**src/rtl/pipelined_adder_pkg.sv**
```systemverilog
// Shared types and constants for the pipelined adder: default datapath width,
// add/subtract mode encoding and the signed saturation limits.
package pipelined_adder_pkg;

    localparam int DATA_WIDTH = 16;

    // Saturation limits are built in a wide vector and sliced by the user.
    localparam int SAT_VEC_W = 64;

    typedef enum logic {
        MODE_ADD = 1'b0,
        MODE_SUB = 1'b1
    } mode_e;

    function automatic logic [SAT_VEC_W-1:0] sat_max(input int w);
        return (SAT_VEC_W'(1) << (w - 1)) - SAT_VEC_W'(1);
    endfunction

    function automatic logic [SAT_VEC_W-1:0] sat_min(input int w);
        return SAT_VEC_W'(1) << (w - 1);
    endfunction

endpackage

```
**src/rtl/adder_slice.sv**
```systemverilog
// One carry slice of the pipelined adder: a W-bit ripple add with carry in
// and carry out, purely combinational.
module adder_slice #(
    parameter int W = 4
) (
    input  logic [W-1:0] a,
    input  logic [W-1:0] b,
    input  logic         cin,
    output logic [W-1:0] sum,
    output logic         cout
);

    logic [W:0] total;

    assign total = {1'b0, a} + {1'b0, b} + {{W{1'b0}}, cin};
    assign sum   = total[W-1:0];
    assign cout  = total[W];

endmodule

```
**src/rtl/pipelined_adder.sv**
```systemverilog
// Carry-split pipelined adder/subtractor with valid/ready handshake, global
// freeze, signed overflow detection and optional signed saturation.
module pipelined_adder
    import pipelined_adder_pkg::*;
#(
    parameter int WIDTH  = DATA_WIDTH,
    parameter int STAGES = 4
) (
    input  logic             clock,
    input  logic             reset_n,
    input  logic             enable,
    input  logic             in_valid,
    output logic             in_ready,
    input  logic [WIDTH-1:0] op1,
    input  logic [WIDTH-1:0] op2,
    input  logic             cin,
    input  logic             sub,
    input  logic             sat,
    output logic             out_valid,
    input  logic             out_ready,
    output logic [WIDTH-1:0] result,
    output logic             cout,
    output logic             ovf
);

    localparam int WS  = WIDTH / STAGES;
    localparam int MSB = WIDTH - 1;

    localparam logic [SAT_VEC_W-1:0] SAT_MAX_FULL = sat_max(WIDTH);
    localparam logic [SAT_VEC_W-1:0] SAT_MIN_FULL = sat_min(WIDTH);
    localparam logic [WIDTH-1:0]     SAT_MAX_W    = SAT_MAX_FULL[WIDTH-1:0];
    localparam logic [WIDTH-1:0]     SAT_MIN_W    = SAT_MIN_FULL[WIDTH-1:0];

    mode_e mode;
    logic  advance;

    // Inputs seen by each stage's slice adder.
    logic [WIDTH-1:0] a_in   [STAGES];
    logic [WIDTH-1:0] b_in   [STAGES];
    logic [WIDTH-1:0] s_in   [STAGES];
    logic             c_in   [STAGES];
    logic             v_in   [STAGES];
    logic             sat_in [STAGES];

    logic [WS-1:0]    slice_sum  [STAGES];
    logic             slice_cout [STAGES];
    logic [WIDTH-1:0] s_next     [STAGES];

    // Registered state at the output of each stage.
    logic [WIDTH-1:0] a_q   [STAGES];
    logic [WIDTH-1:0] b_q   [STAGES];
    logic [WIDTH-1:0] s_q   [STAGES];
    logic             c_q   [STAGES];
    logic             v_q   [STAGES];
    logic             sat_q [STAGES];

    logic [WIDTH-1:0] raw;
    logic             a_msb;
    logic             b_msb;
    logic             raw_ovf;

    assign mode     = sub ? MODE_SUB : MODE_ADD;
    assign advance  = enable & (~out_valid | out_ready);
    assign in_ready = advance;

    // Stage 0 takes the operand beat directly; later stages take the
    // previous stage register. B is inverted once here so sub travels as B'.
    always_comb begin
        a_in[0]   = op1;
        b_in[0]   = (mode == MODE_SUB) ? ~op2 : op2;
        s_in[0]   = '0;
        c_in[0]   = cin;
        v_in[0]   = in_valid & advance;
        sat_in[0] = sat;
        for (int k = 1; k < STAGES; k++) begin
            a_in[k]   = a_q[k-1];
            b_in[k]   = b_q[k-1];
            s_in[k]   = s_q[k-1];
            c_in[k]   = c_q[k-1];
            v_in[k]   = v_q[k-1];
            sat_in[k] = sat_q[k-1];
        end
    end

    for (genvar k = 0; k < STAGES; k++) begin : g_slice
        adder_slice #(
            .W(WS)
        ) u_slice (
            .a   (a_in[k][k*WS +: WS]),
            .b   (b_in[k][k*WS +: WS]),
            .cin (c_in[k]),
            .sum (slice_sum[k]),
            .cout(slice_cout[k])
        );
    end

    always_comb begin
        for (int k = 0; k < STAGES; k++) begin
            s_next[k]              = s_in[k];
            s_next[k][k*WS +: WS]  = slice_sum[k];
        end
    end

    // The whole pipe moves together on advance; data registers only load
    // for valid beats so bubbles never disturb the last stage's outputs.
    always_ff @(posedge clock or negedge reset_n) begin
        if (!reset_n) begin
            for (int k = 0; k < STAGES; k++) begin
                a_q[k]   <= '0;
                b_q[k]   <= '0;
                s_q[k]   <= '0;
                c_q[k]   <= 1'b0;
                v_q[k]   <= 1'b0;
                sat_q[k] <= 1'b0;
            end
        end else if (advance) begin
            for (int k = 0; k < STAGES; k++) begin
                v_q[k] <= v_in[k];
                if (v_in[k]) begin
                    a_q[k]   <= a_in[k];
                    b_q[k]   <= b_in[k];
                    s_q[k]   <= s_next[k];
                    c_q[k]   <= slice_cout[k];
                    sat_q[k] <= sat_in[k];
                end
            end
        end
    end

    assign out_valid = v_q[STAGES-1];
    assign raw       = s_q[STAGES-1];
    assign a_msb     = a_q[STAGES-1][MSB];
    assign b_msb     = b_q[STAGES-1][MSB];
    assign raw_ovf   = (a_msb == b_msb) & (raw[MSB] != a_msb);

    assign cout   = c_q[STAGES-1];
    assign ovf    = raw_ovf;
    assign result = (sat_q[STAGES-1] & raw_ovf) ? (a_msb ? SAT_MIN_W : SAT_MAX_W) : raw;

endmodule

```
**config.mk**
```make
export PLATFORM = sky130hd
export DESIGN_NAME = pipelined_adder
export DESIGN_NICKNAME = d
export VERILOG_FILES = /design/src/rtl/pipelined_adder_pkg.sv /design/src/rtl/adder_slice.sv /design/src/rtl/pipelined_adder.sv
export SDC_FILE = /design/constraint.sdc
export NUM_CORES = 1
export LEC_CHECK = 0
export ABC_AREA = 1
export BUFFER_PORTS_ARGS = -buffer_cell sky130_fd_sc_hd__buf_2
export CORE_MARGIN = 2
export CORE_UTILIZATION = 58
export CTS_BUF_LIST = sky130_fd_sc_hd__clkbuf_16
export DETAILED_ROUTE_END_ITERATION = 7
export HOLD_SLACK_MARGIN = 0.15
export PLACE_DENSITY = 0.86
export SLEW_MARGIN = 10
export SYNTH_ARGS = -nofsm -noshare
export SYNTH_HDL_FRONTEND = slang
export SYNTH_SLANG_ARGS = --single-unit
```
**constraint.sdc**
```tcl
create_clock -name clock -period 2 [get_ports clock]
set_input_delay 0.2 -clock clock [delete_from_list [all_inputs] [get_ports clock]]
set_output_delay 0.2 -clock clock [all_outputs]
set_load 0.01 [all_outputs]
```
[After elaboration in Yosys (flattened, before gate mapping)]
Cells that the tools add are included.
Cells by class
  equality and inequality tests: 2
  mux-type cells: 4
  reductions and logical operators: 4
  add/sub/neg operators: 8
  bitwise gates (word level): 7
Operator list (count)
  $mux 16: 3
  $add 4x4->5: 4
  $add 5x1->5: 4
  $not 16->16: 1
  $reduce_and 2->1: 4
  $and 1x1->1: 4
  $eq 1x1->1: 1
  $mux 1: 1
  $ne 1x1->1: 1
  $not 1->1: 1
  $or 1x1->1: 1
Storage, ports and cells
  flip-flop bits (word level): 180
  output and inout bits: 20
  word-level logic and storage cells: 49
  bits of input ports: 40

[Depth between registers and ports, before layout]
  depth in word-level cells: 5
  gate-level depth with buffers: 10
  mapped depth without buffers: 8

[Hierarchy]
A second synthesis with hierarchy kept.
Unflattened totals
  cell total of the unflattened synthesis: 594
  area total of the unflattened synthesis: 4927.2 um^2
Modules (own cells, without submodules)
  pipelined_adder: area each 4266.6 um^2, cells each 494, times used 1, seq. area each 2552.4 um^2
  adder_slice: area each 165.2 um^2, cells each 25, times used 4, seq. area each 0.0 um^2

[Worst setup path after synthesis]
Ideal clock, no wire load.
  path kind: input to register
  start point: input port sub
  end point: register s_q, in the netlist s_in[34]
  arrival time: 1.747 ns
  stages on the path: 7
  required time: 1.917 ns
  path buffers: 2
  setup slack: 0.171 ns
  cells stage by stage: buf_2 -> buf_4 -> xnor2_1 -> fa_1 -> fa_1 -> xor2_1 -> o21ai_0
Between the ends
  longest elaborated chain between the ends: 4
RTL lines
  start: declaration: line pipelined_adder.sv:17  | input logic sub,
  $mux 1: line pipelined_adder.sv:62  | assign mode = sub ? MODE_SUB : MODE_ADD;
  $mux 16: line pipelined_adder.sv:70  | b_in[0] = (mode == MODE_SUB) ? ~op2 : op2;
  $add 4x4->5: line adder_slice.sv:15  | assign total = {1'b0, a} + {1'b0, b} + {{W{1'b0}}, cin};
  $add 5x1->5: line adder_slice.sv:15
  end signal: indexed assignment: line pipelined_adder.sv:122  | s_q[k] <= s_next[k];
  end: declaration: line pipelined_adder.sv:52  | logic [WIDTH-1:0] s_q [STAGES];
Every way passes these cells.
A chain may end at the register's enable or synchronous reset.

[Worst setup path after layout]
  start point: register a_q, in the netlist a_in[24]
  end point: register s_q, in the netlist s_in[10]
Between the ends
  longest elaborated chain between the ends: 2
RTL lines
  start: declaration: line pipelined_adder.sv:50  | logic [WIDTH-1:0] a_q [STAGES];
  start signal: indexed assignment: line pipelined_adder.sv:120  | a_q[k] <= a_in[k];
  $add 4x4->5: line adder_slice.sv:15
  $add 5x1->5: line adder_slice.sv:15
Every way passes these cells.

==> impl_metrics.json <==
{
  "clockBufferDepth": 2,
  "cts_setup_buffers": 0,
  "path_class": "register to register",
  "fp.dieH_um": 93.8,
  "clk_latency_ns": 0.34,
  "syn_nets": 584,
  "antenna_found_initial": 0,
  "power_frac_seq": 0.456,
  "avgViaCountPerCell": 5.05,
  "p_sw_mw": 2.59,
  "io_pins": 60,
  "internal-power_mw": 4.61,
  "power.density_mw_per_mm2": 1320,
  "die_w_um": 93.8,
  "antenna_cells": 0,
  "leakagePower_nw": 2.92,
  "startpoint_type": "register",
  "cp_data_required_time_ns": 2.19,
  "vias": 3546,
  "setup_slack_ns": 0.205,
  "grt_use_total": 0.223,
  "synth_edf_count": 0,
  "core-area_mm2": 0.00777,
  "worstPathArrival_ns": 1.99,
  "ys_ff_latch": 102,
  "dpl.hpwl_mm": 6.02,
  "grt_pass1_vias": 3395,
  "yosysTopAreaCell": "dfrtp_1",
  "fin_worst_skew_ns": 0.00827,
  "worstPathCellList": "fa_1 > fa_1 > xor2_1 > nand2_1 > o21ai_0",
  "yosys_warnings": 0,
  "root_buffer": "clkbuf_16",
  "layout_common_cells": "214 x nand2_1, 102 x dfrtp_1, 63 x o21ai_0",
  "post_drt_wl_per_cell_um": 12.8,
  "synth-async-reset-ratio": 1.00,
  "synth-main-ff-cell": "dfrtp_1",
  "power_frac_clock": 0.222,
  "syn_avg_cell_area_um2": 8.92,
  "h-tree-depth": 3,
  "synth.distinct_cells": 23,
  "dr.pass1.iters": 4,
  "cpPeakStageDelay_ns": 0.48,
  "critPathMostFrequentCell": "fa_1",
  "worstPathBufferInverterCount": 0,
  "fmax_mhz": 557,
  "syn_inst": 524,
  "num-nets-final": 655,
  "hold_class": "input pin to register",
  "clkSlewWorstSetupHoldPaths_ns": 0.07,
  "synth_top_area_share": 0.546,
  "outcome": "finished, final reports clean",
  "grt_max_degree": 50,
  "synth_area_leaders": "dfrtp_1 55%, nand2_1 17%, o21ai_0 6.7%",
  "comb_power_share": 0.321,
  "slowest_stage": "fa_1",
  "relSlewSlack": 0.587,
  "netlist_area_mm2": 0.00467,
  "period_needed_ns": 1.80,
  "finalSetupViolations": 0,
  "drive_gt1_frac": 0.155,
  "fin_crit_sh": 0.898,
  "overflow": 0,
  "end_kind": "register",
  "cpLargestDelayFamily": "adder cells",
  "numCtsBuffers": 9,
  "dp_slack_ns": 0.238,
  "hold_viol": 0,
  "cts_sinks": 102,
  "area_growth_pct": 16.9,
  "p_sw_frac": 0.360,
  "cap_violations": 0,
  "grt_pass1_wl_mm": 15.4,
  "tightest_slew_ns": 0.619,
  "rows": 32,
  "path_max_fanout": 2,
  "final_common_cell": "nand2_1",
  "portBuffers": 59,
  "grt_setup_unrepaired": "false",
  "drc_errors": 0,
  "place.gp.congestion": 0.854,
  "drt_first_iter_violations": 205,
  "antenna_left": 0,
  "start_util": 0.602,
  "drv_slew": 0,
  "ir_drop_mv": 0.800,
  "dieArea_mm2": 0.00879,
  "finalSetupTns_ns": 0,
  "ys_seq_area_frac": 0.546,
  "routed_wl_mm": 9.00,
  "cts_tree": "yes"
}
==> sequential cells by signal, indices dropped and copies added (netlist names) <==
name and cells:
a_in 24, a_msb 1, b_in 24, b_msb 1, c_in 3, cout 1, out_valid 1, raw 16
s_in 24, sat_in 3, sat_q 1, v_in 3
==> area by class of cell <==
type / instances / area [um2]
timing repair buffer: 80 / 503
inverter: 46 / 175
sequential: 102 / 2550
fill: 569 / 2300
multi-input combinational: 356 / 1830
clock buffer: 9 / 225
clock inverter: 7 / 51.3
tap: 102 / 128
==> logic make-up (layout without fill, tap and decap cells) <==
group,count (synthesis),in the layout,share of synthesized area
AOI/OAI and AO/OA,79,79,0.0870
xor gates and xnor gates,20,20,0.0375
adders and majority gates,20,20,0.0664
buffers and inverters,66,142,0.0627
DFF,102,102,0.546
and+or+nand+nor,237,237,0.200
==> metrics by stage <==
stage           util  hold WS [ns]  area [um2]  cells  power [mW]
6_report       0.703         0.161        5460    702        7.20
5_1_grt        0.703         0.190        5460    702        7.77
4_1_cts        0.703         0.155        5460    702        7.23
3_5_place_dp   0.650         0.151        5050    672        5.55
3_3_place_gp   0.650         0.147        5050    672        5.38
2_1_floorplan      -       -0.0956        4670    524        4.84
==> routing by layer <==
layer | wire [um] | part of all wire | track usage
met1 | 4000 | 0.44 | 0.300
met2 | 4440 | 0.49 | 0.369
met3 | 410 | 0.046 | 0.0425
met4 | 147 | 0.016 | 0.0737
met5 | 0 | 0 | 0
==> what timing repair did <==
item                      4_1_cts  5_1_grt
hold buffers                   14        0
hold endpoints to repair       42        0
resized for setup               0        0
==> power by group through the flow <==
stage / clock, mW / sequential, mW / combinational [mW]
after floorplan: 0 / 3.20 / 1.64
after global placement: 0 / 3.27 / 2.11
after detailed placement: 0 / 3.31 / 2.24
after CTS: 1.61 / 3.29 / 2.34
after global routing: 1.69 / 3.38 / 2.69
final: 1.60 / 3.29 / 2.31
==> worst paths after layout <==
check	start	endpoint	slack (ns)	cells past startpoint
max	a_in[24]	s_in[10]	0.20	5
max reg2reg	a_in[24]	s_in[10]	0.20	5
min reg2reg	cout	cout	0.47	2
max in group asynchronous	reset_n	s_in[32]	1.01	3
min in group asynchronous	reset_n	b_in[45]	0.33	2
min	op2[7]	b_in[39]	0.16	3
==> worst min-delay path, stage by stage <==
cell,delay [ns]
buf_2,0.08
xnor2_1,0.10
o21ai_0,0.07
==> cells in the mapped netlist, types with 3 or more instances <==
master,instances
buf_4,6
o21ai_1,7
fa_1,8
o21ai_0,63
dfrtp_1,102
nand2_2,3
ha_1,12
nand2_1,214
buf_2,10
clkbuf_1,3
nand3_1,13
nor2_2,4
a21oi_1,8
xnor2_1,7
inv_1,44
xor2_1,13
Note: power is estimated with default switching activity, not from simulation.
